`config.mk`:
```
export PLATFORM = sky130hd
export DESIGN_NAME = pwl_antilog
export DESIGN_NICKNAME = d
export VERILOG_FILES = /design/src/rtl/pwl_antilog.sv
export SDC_FILE = /design/constraint.sdc
export NUM_CORES = 2
export LEC_CHECK = 0
export CAP_MARGIN = 10
export CORE_MARGIN = 4
export CORE_UTILIZATION = 23
export DETAILED_ROUTE_END_ITERATION = 16
export SYNTH_ARGS = -nofsm -noshare
export SYNTH_HDL_FRONTEND = slang
export SYNTH_SLANG_ARGS = --single-unit
```
`constraint.sdc`:
```
create_clock -name clk -period 8.4 [get_ports clk]
set_input_delay 2.1 -clock clk [delete_from_list [all_inputs] [get_ports clk]]
set_output_delay 2.1 -clock clk [all_outputs]
set_load 0.02 [all_outputs]
```
`src/rtl/pwl_antilog.sv`:
```
// Piecewise-linear antilog evaluator: out = a[s]*x + b[s], s chosen by breakpoint count.
// Optional output clamp to the signed W-bit range when PWL_ANTILOG_SAT_EN is defined.
module pwl_antilog #(
    parameter int NSEG = 7,
    parameter int W    = 32
) (
    input  logic                  clk,
    input  logic                  rst_n,
    input  logic                  in_valid,
    output logic                  in_ready,
    input  logic signed [W-1:0]   x,
    output logic                  out_valid,
    input  logic                  out_ready,
    output logic signed [2*W-1:0] out,
    output logic [2:0]            seg,
    input  logic                  cfg_we,
    input  logic [1:0]            cfg_sel,
    input  logic [2:0]            cfg_addr,
    input  logic [W-1:0]          cfg_data,
    output logic                  cfg_busy
);

    typedef enum logic [2:0] {IDLE, SEARCH, FETCH, CALC, HOLD} state_t;

    state_t                state_q;
    logic signed [W-1:0]   x_q, ca_q, cb_q;
    logic signed [W-1:0]   a_tab_q  [NSEG];
    logic signed [W-1:0]   b_tab_q  [NSEG];
    logic signed [W-1:0]   bp_tab_q [1:NSEG-1];
    logic [2:0]            s_q, seg_q, cnt_d;
    logic                  in_ready_q, out_valid_q, cfg_busy_q;
    logic signed [2*W-1:0] out_q, ca_x, x_x, cb_x, sum_d, res_d;
    logic                  cfg_ok_d;

    assign in_ready  = in_ready_q;
    assign out_valid = out_valid_q;
    assign out       = out_q;
    assign seg       = seg_q;
    assign cfg_busy  = cfg_busy_q;

    // Breakpoints need not be monotonic: the segment is simply how many are <= x.
    always_comb begin
        cnt_d = 3'd0;
        for (int i = 1; i < NSEG; i++)
            if (x_q >= bp_tab_q[i]) cnt_d = cnt_d + 3'd1;
    end

    assign ca_x  = {{W{ca_q[W-1]}}, ca_q};
    assign x_x   = {{W{x_q[W-1]}}, x_q};
    assign cb_x  = {{W{cb_q[W-1]}}, cb_q};
    assign sum_d = ca_x * x_x + cb_x;

`ifdef PWL_ANTILOG_SAT_EN
    // Fits in W signed bits only when the top W+1 bits all match the sign.
    always_comb begin
        res_d = sum_d;
        if (!sum_d[2*W-1] && (|sum_d[2*W-2:W-1]))
            res_d = {{(W+1){1'b0}}, {(W-1){1'b1}}};
        else if (sum_d[2*W-1] && !(&sum_d[2*W-2:W-1]))
            res_d = {{(W+1){1'b1}}, {(W-1){1'b0}}};
    end
`else
    assign res_d = sum_d;
`endif

    assign cfg_ok_d = cfg_we && (state_q == IDLE) && (cfg_sel != 2'd3) &&
                      !((cfg_sel == 2'd2) && (cfg_addr == 3'd0));

    // Table writes land on the accept edge too, so SEARCH already sees them.
    always_ff @(posedge clk or negedge rst_n) begin
        if (!rst_n) begin
            for (int i = 0; i < NSEG; i++) begin
                a_tab_q[i] <= '0;
                b_tab_q[i] <= '0;
            end
            for (int i = 1; i < NSEG; i++) bp_tab_q[i] <= '0;
        end else if (cfg_ok_d) begin
            for (int i = 0; i < NSEG; i++) begin
                if (int'(cfg_addr) == i) begin
                    if (cfg_sel == 2'd0) a_tab_q[i] <= cfg_data;
                    if (cfg_sel == 2'd1) b_tab_q[i] <= cfg_data;
                end
            end
            for (int i = 1; i < NSEG; i++)
                if ((cfg_sel == 2'd2) && (int'(cfg_addr) == i)) bp_tab_q[i] <= cfg_data;
        end
    end

    always_ff @(posedge clk or negedge rst_n) begin
        if (!rst_n) begin
            state_q     <= IDLE;
            in_ready_q  <= 1'b1;
            out_valid_q <= 1'b0;
            cfg_busy_q  <= 1'b0;
            x_q         <= '0;
            s_q         <= '0;
            ca_q        <= '0;
            cb_q        <= '0;
            out_q       <= '0;
            seg_q       <= '0;
        end else begin
            case (state_q)
                IDLE: if (in_valid) begin
                    x_q        <= x;
                    state_q    <= SEARCH;
                    in_ready_q <= 1'b0;
                    cfg_busy_q <= 1'b1;
                end
                SEARCH: begin
                    s_q     <= cnt_d;
                    state_q <= FETCH;
                end
                FETCH: begin
                    for (int i = 0; i < NSEG; i++) begin
                        if (int'(s_q) == i) begin
                            ca_q <= a_tab_q[i];
                            cb_q <= b_tab_q[i];
                        end
                    end
                    state_q <= CALC;
                end
                CALC: begin
                    out_q       <= res_d;
                    seg_q       <= s_q;
                    out_valid_q <= 1'b1;
                    state_q     <= HOLD;
                end
                HOLD: if (out_ready) begin
                    out_valid_q <= 1'b0;
                    in_ready_q  <= 1'b1;
                    cfg_busy_q  <= 1'b0;
                    state_q     <= IDLE;
                end
                default: begin
                    state_q     <= IDLE;
                    in_ready_q  <= 1'b1;
                    out_valid_q <= 1'b0;
                    cfg_busy_q  <= 1'b0;
                end
            endcase
        end
    end

endmodule
```
* Word level (Yosys, flattened, before mapping) *
Cells that the tools add are included.

word-level totals
  bits of input ports = 74
  output and inout bits = 70
  flip-flop bits (word level) = 812
  word-level logic and storage cells = 140

cells by class
  order comparisons = 6
  bitwise logic cells = 2
  add/sub/neg operators = 6
  eq/ne operators = 21
  $mul = 1
  reductions and logical operators = 44
  mux-type cells = 30

operators by type and width
  cell                   number
  $mux W32               14
  $ge A32 B32 Y1         6
  $add A64 B32 Y64       1
  $mul A32 B32 Y64       1
  $reduce_and A3 Y1      15
  $eq A3 B3 Y1 const B   9
  $mux W3                7
  $reduce_and A2 Y1      10
  $eq A3 B2 Y1 const B   6
  $add A3 B1 Y3 const B  5
  $pmux W3 S5            1
  $logic_not A3 Y1       4
  $logic_and A1 B1 Y1    10
  $pmux W1 S3            3
  $reduce_bool A7 Y1     1
  $ne A2 B2 Y1 const B   3
  $reduce_or A3 Y1       2
  $mux W1                5
  $eq A3 B1 Y1 const B   1
  $eq A2 B1 Y1 const B   1
  $eq A2 B2 Y1 const B   1
  $logic_not A2 Y1       1
  $not A1 Y1             2
  $logic_not A1 Y1       1

* Longest topological paths before layout *
  depth after elaboration = 12
  depth in mapped cells = 29
  depth with buffers taken out = 27

* Worst setup path after synthesis *
OpenSTA, ideal clock, no wires.

  kind = register -> register
  start = register x_q[1]
  end = register out_q[62] (netlist: out[62])
  library setup time = 0.131 ns
  clock period less this slack = 7.557 ns
  required time = 8.269 ns
  buffers on the path = 1
  arrival = 7.426 ns
  stages on the path, launching flop included = 24
  path slack = 0.843 ns
  cell sequence = dfrtp_1 clkbuf_1 and2_1 fa_1 fa_1 fa_1 fa_1 fa_1 fa_1 fa_1 inv_1 fa_1 inv_1 ha_1 a21o_1 a21o_1 a21o_1 and2_1 or2_2 nor3_1 a211o_1 o21ai_1 xnor2_1 o21ai_1

between the ends
  longest elaborated chain between the ends = 2

RTL lines
  element                 line  source
  start, declared         26    logic signed [W-1:0] x_q, ca_q, cb_q;
  start signal, assigned  95    x_q <= '0;
  start signal, assigned  104   x_q <= x;
  $mul A32 B32 Y64        51    assign sum_d = ca_x * x_x + cb_x;
  $add A64 B32 Y64        51
  end signal, assigned    123   out_q <= res_d;
  end, declared           32    logic signed [2*W-1:0] out_q, ca_x, x_x, cb_x, sum_d, res_d;

No other way between the ends.
A chain may end at the register's enable or synchronous reset.

* Final worst setup path *
  start = register x_q[0]
  end = register out_q[59] (netlist: out[59])

The elaborated chain is that of the path after synthesis.

==> impl_metrics.env <==
export IMPL_status="complete, no violations"
export IMPL_setup_viol_count_final=0
export IMPL_synth_top_family_by_area="adder cells"
export IMPL_avgSynthCellArea_um2=10.2
export IMPL_die_x_um=583
export IMPL_clock_sinks=812
export IMPL_fmax_mhz=123
export IMPL_r2r_cells=26
export IMPL_drt_drc_violations_left=0
export IMPL_synthAdderAreaFrac_pct=36.1
export IMPL_rsz0062_at_grt="false"
export IMPL_vias_per_cell=4.38
export IMPL_tns_ns=0
export IMPL_synth_compound_gate_area_share_pct=7.94
export IMPL_synth_mux_area_share_pct=9.00
export IMPL_r2r_setup_slack_ns=0.28
export IMPL_hold_viol_final=0
export IMPL_cts_buffer_depth=3
export IMPL_worstMarginPinSlew_ns=1.26
export IMPL_clk_latency_ns=0.73
export IMPL_clk_pin_slew_ns=0.07
export IMPL_crit_path_start_kind="register"
export IMPL_drive_above_1_share_pct=12.4
export IMPL_netlist_instances=7475
export IMPL_grt_max_degree=148
export IMPL_area_delta_synth_final_pct=13.4
export IMPL_synthSimpleGateAreaFrac_pct=10.7
export IMPL_grt_pass1_wl_um=340000
export IMPL_h_tree_depth=3
export IMPL_grt_pass1_vias=54400
export IMPL_synth_edf_count=0
export IMPL_synth_flop_cell="dfrtp_1"
export IMPL_critical_path_required_ns=8.97
export IMPL_r2r_start="x_q[0]"
export IMPL_synthTopCellsByArea="fa_1 29%, dfrtp_1 27%, mux2_2 7.3%, ha_1 6.8%, inv_1 6.4%"
export IMPL_startpoint="x_q[0]"
export IMPL_grt_antenna_before_repair=30
export IMPL_io_buffers=143
export IMPL_start_util_pct=23.2
export IMPL_synthArstFlopShare_pct=100
export IMPL_hp_class="register to register"
export IMPL_ant_nets=0
export IMPL_nFillCells=34600
export IMPL_place_hpwl_um=171000
export IMPL_post_route_min_period_ns=8.12
export IMPL_vias=51900
export IMPL_dr_pass1_iters=6
export IMPL_grtUsageTotal_pct=12.9
export IMPL_r2r_end="out[59]"
export IMPL_relSlewSlack_pct=15.7
export IMPL_crit_path_end="out[59]"
export IMPL_final_nets=9037
export IMPL_ys_seq_area_share_pct=26.7
export IMPL_cts_tree="done"
export IMPL_final_core_util_pct=26.3
export IMPL_crit_arrival_ns=8.69
export IMPL_gp_congestion=0.859
export IMPL_cts_inserted_buffers=85
export IMPL_wirelength_um=220000
export IMPL_gr_total_overflow=0
export IMPL_path_max_fanout=27
export IMPL_synth_cell_types=78
export IMPL_synth_xor_area_share_pct=0.921
export IMPL_core_area_um2=328000
export IMPL_crit_path_end_kind="register"
export IMPL_synth_fp_nets=9075
export IMPL_die_area_um2=340000
export IMPL_drt_iter0_drc=3472
export IMPL_io_pins=144
export IMPL_detail_route_wl_per_cell_um=18.6
export IMPL_ys_seq_elements=812
export IMPL_worstSetupPathType="register to register"
export IMPL_post_route_period_util_pct=96.7
export IMPL_dieHeight_um=583
export IMPL_rows=210
export IMPL_post_synth_top_area_fraction_pct=29.3
export IMPL_syn_area_um2=76100
export IMPL_clockRootBuffer="clkbuf_16"
export IMPL_yosys_area_top_type="fa_1"
export IMPL_synth_warnings=0
export IMPL_slew_viol_final=0
export IMPL_skew_ns=0.0618
export IMPL_ctsHoldBuffers=0
export IMPL_drv_cap=0
## synthesized netlist by cell type (37+ instances only)
master / number
a31oi_1: 39
xnor2_1: 52
o21a_1: 37
ha_1: 412
o21ai_0: 442
a211oi_1: 39
fa_1: 1114
nor2_1: 115
nand4_1: 46
inv_1: 1304
a21oi_1: 179
a21o_1: 68
nand2_1: 962
a221oi_1: 60
and2_1: 461
clkbuf_1: 430
mux4_2: 38
mux2_2: 490
dfrtp_1: 811
## flip-flops by register name, summed over array words and instances, names as in the netlist, 3 cells and up
signal / flops
x_q: 32
seg: 3
state_q: 3
ca_q: 32
s_q: 3
b_tab_q: 224
bp_tab_q: 192
a_tab_q: 224
cb_q: 32
out: 64
## layout make-up
class	instances	area, µm²	area share, %
Multi-Input combinational cell	4901	49300	57.2
Sequential cell	812	20300	23.6
Tap cell	4346	5440	6.30
Inverter	1304	4900	5.68
Timing Repair Buffer	333	3230	3.75
Clock buffer	124	2490	2.89
Clock inverter	34	488	0.566
Antenna cell	15	37.5	0.0435
## worst min path at each step
| stage | start | to | slack, ns | cells after the start |
|---|---|---|---|---|
| 2_1_floorplan | cb_q[10] | cb_q[10] | 0.45 | 2 |
| 3_5_place_dp | in_ready | in_ready | 0.47 | 2 |
| 5_1_grt | out[36] | out[36] | 0.50 | 2 |
| 3_3_place_gp | in_ready | in_ready | 0.46 | 2 |
| 6_report | in_ready | in_ready | 0.47 | 2 |
| 4_1_cts | in_ready | in_ready | 0.48 | 2 |
## per-layer routing
| layer | vias to the layer above | routed length (µm) | share of wire [%] | global-route usage [%] |
|---|---|---|---|---|
| met5 | - | 39 | 0.018 | 0 |
| met4 | 6 | 4750 | 2.2 | 2.76 |
| met3 | 208 | 13000 | 5.9 | 2.32 |
| met2 | 1138 | 103000 | 47 | 21.3 |
| met1 | 27100 | 99400 | 45 | 17.5 |
| li1 | 23500 | - | - | - |
## per-stage QoR
step / instances / cell area, µm² / setup slack, ns / hold slack (ns)
finish: 11900 / 86300 / 0.281 / 0.470
global route: 11900 / 86200 / 0.0151 / 0.497
CTS: 11900 / 86200 / 0.0143 / 0.478
detailed placement: 11700 / 83200 / 0.0128 / 0.466
global placement: 11700 / 83200 / 0.0214 / 0.457
floorplan: 7475 / 76100 / 0.843 / 0.450
## kinds of logic (layout without fill, tap and decap cells)
| kind of cell | count (synthesis) | after routing |
|---|---|---|
| xor+xnor | 80 | 80 |
| simple gates | 1727 | 1727 |
| buf+inv | 1762 | 1795 |
| other cells | 0 | 15 |
| flops | 812 | 812 |
| compound gates | 994 | 994 |
| mux | 574 | 574 |
| fa+ha+maj | 1526 | 1526 |
## placed cells by master, fill, tap and decap left out, types with 28 or more instances in the layout
cell type,Yosys,routed
ha_1,412,412
a21oi_1,179,177
clkdlybuf4s50_1,0,142
xnor2_1,52,52
mux4_2,38,38
a211oi_1,39,39
buf_4,0,160
mux2i_1,34,34
a31oi_1,39,37
and2_1,461,460
nand3_1,33,32
o21a_1,37,37
buf_12,0,29
clkbuf_16,0,85
a221oi_1,60,60
fa_1,1114,1113
a21o_1,68,68
a22oi_1,35,35
inv_1,1304,1302
o21ai_0,442,441
mux2_2,490,490
xor2_1,28,28
nor2_1,115,100
nand4_1,46,46
nand2_1,962,962
dfrtp_1,811,799
## critical path: stages, from the launching register on
cell	delay [ns]
dfrtp_1	0.41
buf_12	0.17
and2_1	0.20
fa_1	0.62
inv_1	0.14
fa_1	0.49
inv_1	0.05
fa_1	0.52
inv_1	0.07
fa_1	0.54
inv_1	0.08
fa_1	0.51
fa_1	0.58
fa_1	0.43
fa_1	0.45
ha_1	0.39
a21o_1	0.20
a21oi_1	0.24
o21bai_1	0.13
a2111oi_1	0.46
o21bai_1	0.15
a2bb2oi_1	0.18
buf_4	0.17
nand3_1	0.18
a31oi_1	0.28
xnor2_1	0.09
mux2_2	0.26
## what timing repair did
action | CTS | global route
endpoints found under the hold margin | 0 | 0
setup buffers | 0 | 2
resized for setup | 0 | 20
setup endpoints to repair | 0 | 14
Power is not shown: default switching activity piles up to over one toggle a cycle in this logic, so the estimate is an artifact.
